==> config.mk <==
export PLATFORM = sky130hd
export DESIGN_NAME = if_id_fetch_stage_flat
export DESIGN_NICKNAME = d
export VERILOG_FILES = /design/src/rtl/if_id_fetch_stage_pkg.sv /design/src/rtl/if_id_fetch_stage_if.sv /design/src/rtl/if_id_fetch_stage_sat_counter.sv /design/src/rtl/if_id_fetch_stage.sv /design/src/flat_wrapper.sv
export SDC_FILE = /design/constraint.sdc
export NUM_CORES = 1
export LEC_CHECK = 0
export ABC_AREA = 1
export BUFFER_PORTS_ARGS = -buffer_cell sky130_fd_sc_hd__buf_2
export CAP_MARGIN = 5
export CORE_ASPECT_RATIO = 0.75
export CORE_UTILIZATION = 53
export DETAILED_ROUTE_END_ITERATION = 12
export GPL_TIMING_DRIVEN = 0
export PLACE_DENSITY_LB_ADDON = 0.12
export SYNTH_ARGS = -nofsm -noshare
export SYNTH_HDL_FRONTEND = slang
export SYNTH_SLANG_ARGS = --single-unit
export TNS_END_PERCENT = 5
==> constraint.sdc <==
create_clock -name clk -period 3.5 [get_ports clk]
set_input_delay 0.35 -clock clk [delete_from_list [all_inputs] [get_ports clk]]
set_output_delay 0.35 -clock clk [all_outputs]
set_load 0.005 [all_outputs]
==> src/rtl/if_id_fetch_stage_pkg.sv <==
// Shared pipeline constants for the fetch stage and hazard control.
// Contents:
//   NOP_INSTR         - RV "addi x0,x0,0", inserted as the IF/ID bubble
//   DEFAULT_RESET_PC  - fetch address after reset
//   hazard enables    - polarity of PC_write / IF_ID_write from the hazard unit
//   fetch_ctrl_e      - per-cycle action of the fetch stage, in priority order
package if_id_fetch_stage_pkg;

    localparam logic [31:0] NOP_INSTR        = 32'h0000_0013;
    localparam logic [63:0] DEFAULT_RESET_PC = 64'h0;

    // Hazard detection unit control encodings.
    localparam logic HZ_WRITE_EN   = 1'b1;
    localparam logic HZ_WRITE_HOLD = 1'b0;

    typedef enum logic [1:0] {
        CTRL_ADVANCE  = 2'd0,
        CTRL_STALL    = 2'd1,
        CTRL_REDIRECT = 2'd2,
        CTRL_RESET    = 2'd3
    } fetch_ctrl_e;

    // Resolve one cycle's action: reset > redirect > stall > advance.
    // CTRL_STALL covers either enable being held; the register update
    // still honours the two enables independently.
    function automatic fetch_ctrl_e fetch_ctrl(input logic reset,
                                               input logic branch_taken,
                                               input logic pc_write,
                                               input logic if_id_write);
        if (reset)
            return CTRL_RESET;
        if (branch_taken)
            return CTRL_REDIRECT;
        if (pc_write == HZ_WRITE_HOLD || if_id_write == HZ_WRITE_HOLD)
            return CTRL_STALL;
        return CTRL_ADVANCE;
    endfunction

endpackage

==> src/rtl/if_id_fetch_stage_if.sv <==
// Fetch-stage bus: hazard-unit controls, redirect, instruction memory
// read data, and the registered IF/ID and counter outputs.
// Modports:
//   master - drives controls/instr_rdata, observes the stage outputs
//   slave  - the fetch stage itself
interface if_id_fetch_stage_if #(
    parameter int XLEN = 64
);
    logic            PC_write;
    logic            IF_ID_write;
    logic            branch_taken;
    logic [XLEN-1:0] branch_target;
    logic [31:0]     instr_rdata;
    logic [XLEN-1:0] pc;
    logic [XLEN-1:0] IF_ID_pc;
    logic [31:0]     IF_ID_instr;
    logic            IF_ID_valid;
    logic [31:0]     stall_count;
    logic [31:0]     flush_count;

    modport master (
        output PC_write, IF_ID_write, branch_taken, branch_target, instr_rdata,
        input  pc, IF_ID_pc, IF_ID_instr, IF_ID_valid, stall_count, flush_count
    );

    modport slave (
        input  PC_write, IF_ID_write, branch_taken, branch_target, instr_rdata,
        output pc, IF_ID_pc, IF_ID_instr, IF_ID_valid, stall_count, flush_count
    );
endinterface

==> src/rtl/if_id_fetch_stage_sat_counter.sv <==
// sat_counter: saturating up-counter, synchronous active-high reset.
// Ports:
//   clk     - clock
//   reset   - synchronous clear (wins over i_inc)
//   i_inc   - add one this cycle unless already at all-ones
//   o_count - registered count
module sat_counter #(
    parameter int WIDTH = 32
) (
    input  logic             clk,
    input  logic             reset,
    input  logic             i_inc,
    output logic [WIDTH-1:0] o_count
);
    logic [WIDTH-1:0] r_count;

    always_ff @(posedge clk) begin
        if (reset)
            r_count <= '0;
        else if (i_inc && (r_count != '1))
            r_count <= r_count + WIDTH'(1);
    end

    assign o_count = r_count;
endmodule

==> src/rtl/if_id_fetch_stage.sv <==
// IF stage PC register plus IF/ID pipeline register with redirect flush,
// independent PC / IF-ID stall enables, and stall/flush event counters.
// Ports:
//   clk   - clock, all state on rising edge
//   reset - synchronous active-high reset
//   bus   - if_id_fetch_stage_if.slave (controls in, pc / IF/ID / counters out)
module if_id_fetch_stage
    import if_id_fetch_stage_pkg::*;
#(
    parameter int              XLEN     = 64,
    parameter logic [XLEN-1:0] RESET_PC = XLEN'(DEFAULT_RESET_PC)
) (
    input  logic               clk,
    input  logic               reset,
    if_id_fetch_stage_if.slave bus
);
    fetch_ctrl_e     w_ctrl;
    logic            w_stall_inc;
    logic            w_flush_inc;

    logic [XLEN-1:0] r_pc;
    logic [XLEN-1:0] r_if_id_pc;
    logic [31:0]     r_if_id_instr;
    logic            r_if_id_valid;

    assign w_ctrl      = fetch_ctrl(reset, bus.branch_taken, bus.PC_write, bus.IF_ID_write);
    assign w_stall_inc = (w_ctrl == CTRL_STALL);
    assign w_flush_inc = (w_ctrl == CTRL_REDIRECT);

    always_ff @(posedge clk) begin
        case (w_ctrl)
            CTRL_RESET: begin
                r_pc          <= RESET_PC;
                r_if_id_pc    <= '0;
                r_if_id_instr <= NOP_INSTR;
                r_if_id_valid <= 1'b0;
            end
            CTRL_REDIRECT: begin
                // Target is word-aligned here; the enables are ignored.
                r_pc          <= {bus.branch_target[XLEN-1:2], 2'b00};
                r_if_id_pc    <= r_pc;
                r_if_id_instr <= NOP_INSTR;
                r_if_id_valid <= 1'b0;
            end
            default: begin
                if (bus.PC_write == HZ_WRITE_EN)
                    r_pc <= r_pc + XLEN'(4);
                if (bus.IF_ID_write == HZ_WRITE_EN) begin
                    r_if_id_pc    <= r_pc;
                    r_if_id_instr <= bus.instr_rdata;
                    r_if_id_valid <= 1'b1;
                end
            end
        endcase
    end

    sat_counter #(.WIDTH(32)) u_stall_cnt (
        .clk     (clk),
        .reset   (reset),
        .i_inc   (w_stall_inc),
        .o_count (bus.stall_count)
    );

    sat_counter #(.WIDTH(32)) u_flush_cnt (
        .clk     (clk),
        .reset   (reset),
        .i_inc   (w_flush_inc),
        .o_count (bus.flush_count)
    );

    assign bus.pc          = r_pc;
    assign bus.IF_ID_pc    = r_if_id_pc;
    assign bus.IF_ID_instr = r_if_id_instr;
    assign bus.IF_ID_valid = r_if_id_valid;
endmodule

==> src/flat_wrapper.sv <==
// flat-port wrapper written by rule: the top's interface ports become plain ports
module if_id_fetch_stage_flat import if_id_fetch_stage_pkg::*;
#(
    parameter int              XLEN     = 64,
    parameter logic [XLEN-1:0] RESET_PC = XLEN'(DEFAULT_RESET_PC)
)
  (clk, reset, bus_PC_write, bus_IF_ID_write, bus_branch_taken, bus_branch_target, bus_instr_rdata, bus_pc, bus_IF_ID_pc, bus_IF_ID_instr, bus_IF_ID_valid, bus_stall_count, bus_flush_count);
  if_id_fetch_stage_if #(.XLEN(XLEN)) bus_i ();
  input  logic clk;
  input  logic reset;
  input wire logic [$bits(bus_i.PC_write)-1:0] bus_PC_write;
  input wire logic [$bits(bus_i.IF_ID_write)-1:0] bus_IF_ID_write;
  input wire logic [$bits(bus_i.branch_taken)-1:0] bus_branch_taken;
  input wire logic [$bits(bus_i.branch_target)-1:0] bus_branch_target;
  input wire logic [$bits(bus_i.instr_rdata)-1:0] bus_instr_rdata;
  output wire logic [$bits(bus_i.pc)-1:0] bus_pc;
  output wire logic [$bits(bus_i.IF_ID_pc)-1:0] bus_IF_ID_pc;
  output wire logic [$bits(bus_i.IF_ID_instr)-1:0] bus_IF_ID_instr;
  output wire logic [$bits(bus_i.IF_ID_valid)-1:0] bus_IF_ID_valid;
  output wire logic [$bits(bus_i.stall_count)-1:0] bus_stall_count;
  output wire logic [$bits(bus_i.flush_count)-1:0] bus_flush_count;
  assign bus_i.PC_write = bus_PC_write;
  assign bus_i.IF_ID_write = bus_IF_ID_write;
  assign bus_i.branch_taken = bus_branch_taken;
  assign bus_i.branch_target = bus_branch_target;
  assign bus_i.instr_rdata = bus_instr_rdata;
  assign bus_pc = bus_i.pc;
  assign bus_IF_ID_pc = bus_i.IF_ID_pc;
  assign bus_IF_ID_instr = bus_i.IF_ID_instr;
  assign bus_IF_ID_valid = bus_i.IF_ID_valid;
  assign bus_stall_count = bus_i.stall_count;
  assign bus_flush_count = bus_i.flush_count;
  if_id_fetch_stage #(.XLEN(XLEN), .RESET_PC(RESET_PC)) u_core (.clk(clk), .reset(reset), .bus(bus_i));
endmodule
==> metrics.md <==
| Metric | Value |
|---|---|
| Status | finished clean |
| Period utilization | 68.62% |
| Final Routed Wirelength | 38380 um |
| Largest net degree at the start of global routing | 63 |
| Register area | ~5700 um^2 |
| Detailed placer's ending HPWL | 29410 um |
| Hold Vio Cnt, Final | 0 |
| Max Buffers Root-to-Sink | 3 |
| Logic pwr share | 9.5% |
| Post-CTS setup buffers | 0 |
| Drt drc | 0 |
| Ys async rst share | 0% |
| Netlist cell types | 37 |
| Fin util | between 60% and 70% |
| R2R Path Start | u_core.bus.pc[2] |
| Fin nets | 2040 |
| Worst Skew | 16.36 ps |
| Buf/Inv on CP | 3 |
| NetSw | ~1.5 mW |
| Hold/Removal Path Class | in -> reg |
| Flop pwr share | 50.7% |
| RSZ-0062 raised after global routing | no |
| Worst setup path end | u_core.bus.pc[6] |
| Share of post-route cells with drive strength above 1 | 21.62% |
| Crit path kind | in -> reg |
| Die height | around 130 um |
| Critical path's largest stage delay | 740 ps |
| Critical Path AT | 2430 ps |
| CP startpoint | bus_branch_taken |
| First-pass DRT Iterations | 6 |
| Share of the synthesized area in the top cell type | between 30 and 40% |
| Ys Warns | 0 |
| Vias in the first global route | around 11k |
| Setup-failing EPs final | 0 |
| WP data required | 3530 ps |
| Max transition margin | between 30 and 40% |
| Filler instances | 1928 |
| Cell accounting for the most synthesized area | edfxtp_1 |
| Die area | 22430 um^2 |
| PortBufs | 317 |
| Inserted Clock Buffers | 23 |
| Fin area | 14260 um^2 |
| Syn Area/Cell | 7.272 um^2 |
| Final ANT Viol Nets | 0 |
| Later-pin clock latency in the skew report | ~520 ps |
| Crit-path cells | buf_2, nor2_4, buf_2, clkbuf_1, nand2_4 |
| Slew Limit Fails | 0 |
| CTS clock-pin slew for the worst setup and hold paths | 60 ps |
| EDFF count, synth | 124 |
| Slew @ Worst Pin | about 930 ps |
| Resized cells post-CTS | 0 |
| WL/cell | approximately 17 um |
| Io pins | 326 |
| Die width | 172.6 um |
| Flops & latches, synth | 221 |
| Placed instance area | 13540 um^2 |
| Clk Tree Root Cell | clkbuf_16 |
| Critical Path Fanout Max | 62 |
| Total global-route track usage | between 30% and 40% |
| CP max stage cell | nand2_4 |
| TNS Setup | 0 ps |
| R2R Path End | u_core.bus.pc[44] |
| H-tree level count | 1 |
| CTS Hold Buffers Added | 0 |
| Cell Int Power | about 4.5 mW |
| CTS tree | done |
| Avg Vias per Cell | roughly 5.4 |
| Syn Inst Count | 1591 |
| Pwr Density | about 420 nW/um^2 |
| Initial antenna violation count | 5 |
| Crit start category | primary input |
| Minimum clock period | 2402 ps |
| 1st-iter DRT viols | 1498 |
| Rows | 46 |
| Levels on crit path | 5 |
| Syn-to-layout area delta | 23.29% |
| Cell Area, Synth | 11570 um^2 |
| Sw Share | 25.08% |
| Worst setup EP type | flip-flop |
| Sequential share of the synthesized area | around half |
| Post-route setup slack | 1098 ps |
| GR Overflow Total | 0 |
| Multi-input logic area | 5195 um^2 |
| CP top delay family | buffers and inverters |
| Dpl ws | 615.8 ps |
| Top FF cell, synth | edfxtp_1 |
| Number of clock sinks | 221 |
| Fmax | 0.4164 GHz |
| Synth top area cells | edfxtp_1 32%, dfxtp_1 17%, nand2_1 17% |
| CP dominant cell by count | buf_2 |
| Clock power share | 39.8% |
| Peak supply drop | 0.3644 mV |
| Global placement routability congestion | 1.002 |
| First-pass GRT wire length | between 50000 and 60000 um |
| Worst reg2reg path depth | 12 |
| R2R Setup Slk | 1170 ps |
| Max Cap Violations | 0 |
| Initial Util | 54.33% |
| Pleak | 6.286 nW |
| DR vias | 12.03k |
| Core ar. | 21300 um^2 |
cell usage after synthesis (10+ instances only):
library cell and instances:
nand2_1 509, nor2_1 322, edfxtp_1 124, inv_1 116, nand3_1 109, dfxtp_1 97
a21oi_1 89, o21ai_0 58, clkbuf_1 24, nor3_1 22, nand2_2 11, buf_2 10
power by group through the flow:
stage / sequential (mW) / combinational [mW] / clock [mW]
2_1_floorplan: 3.06 / 0.245 / 0
3_3_place_gp: 3.07 / 0.548 / 0
3_5_place_dp: 3.07 / 0.559 / 0
4_1_cts: 3.02 / 0.562 / 2.39
5_1_grt: 3.04 / 0.622 / 2.47
6_report: 3.02 / 0.565 / 2.37
worst min path at each step:
stage | start | slack (ps) | to | cells after the start
global route | bus_instr_rdata[0] | 70 | u_core.bus.IF_ID_instr[0] | 3
detailed placement | u_core.bus.IF_ID_instr[1] | 440 | u_core.bus.IF_ID_instr[1] | 2
floorplan | u_core.bus.IF_ID_instr[0] | 450 | u_core.bus.IF_ID_instr[0] | 2
CTS | bus_instr_rdata[0] | 60 | u_core.bus.IF_ID_instr[0] | 3
global placement | u_core.bus.IF_ID_instr[4] | 430 | u_core.bus.IF_ID_instr[4] | 2
finish | bus_instr_rdata[0] | 60 | u_core.bus.IF_ID_instr[0] | 3
state kept, by name, indices dropped and copies added (netlist names):
signal                      flops
u_core.u_flush_cnt.o_count     32
u_core.u_stall_cnt.o_count     32
u_core.bus.IF_ID_pc            62
u_core.bus.IF_ID_instr         32
u_core.bus.pc                  62
u_core.bus.IF_ID_valid          1
worst min-delay path: cells and delay by family:
family / cells / cell delay [ps]
simple gates: 2 / 110
buf+inv: 1 / 80
stage by stage:
| stage | power (mW) | cells | hold slack [ps] |
|---|---|---|---|
| floorplan | 3.303 | 1594 | 452.6 |
| global placement | 3.621 | 2199 | 434.8 |
| detailed placement | 3.629 | 2199 | 438.9 |
| CTS | 5.964 | 2240 | 58.46 |
| global route | 6.132 | 2242 | 68.89 |
| finish | 5.961 | 2244 | 64.44 |
per-layer routing:
metal  share of wire, %  global-route usage (%)  vias up  wire length (um)
li1                   -                       -     5814                 -
met1                 43                   46.93     5458             16540
met2                 43                   51.87      685             16420
met3                 11                   6.993       75              4295
met4                2.9                   10.08        0              1129
met5                  0                       0        -                 0
area by class of cell:
cell class	count	share of cell area, %
well taps	288	2.526
diodes	4	0.07017
inverters	126	3.333
repair buffers	317	11.12
plain buffers	51	1.824
clock inverters	9	0.5000
clock buffers	32	4.491
multi-input cells	1196	36.42
flip-flops and latches	221	39.72
logic make-up (layout without fill, tap and decap cells):
family | after synthesis | in the layout | share of synthesized area, %
buffers and inverters | 177 | 535 | 6.359
xor gates and xnor gates | 6 | 6 | 0.4542
DFF | 221 | 221 | 48.97
adders and majority gates | 3 | 3 | 0.3245
AOI/OAI and AO/OA | 171 | 171 | 7.927
other | 1 | 8 | 0.03241
and+or+nand+nor | 1012 | 1012 | 35.94
placed cells by master, fill, tap and decap left out, drive strengths merged:
cell / synthesis / layout
dfxtp: 97 / 97
clkinvlp: 0 / 2
a21oi: 98 / 98
nand3b: 5 / 5
o21ai: 68 / 68
o31ai: 1 / 1
diode: 0 / 4
clkinv: 4 / 10
and3: 1 / 1
and2: 4 / 4
nor2: 340 / 340
nor3: 22 / 22
clkbuf: 24 / 56
inv: 122 / 122
nand2: 520 / 520
bufinv: 0 / 1
a22o: 1 / 1
edfxtp: 124 / 124
ha: 3 / 3
a31oi: 3 / 3
nand3: 110 / 110
xor2: 5 / 5
buf: 27 / 344
xnor2: 1 / 1
conb: 1 / 4
nand4: 10 / 10
Power figures use the tool's default switching activity.
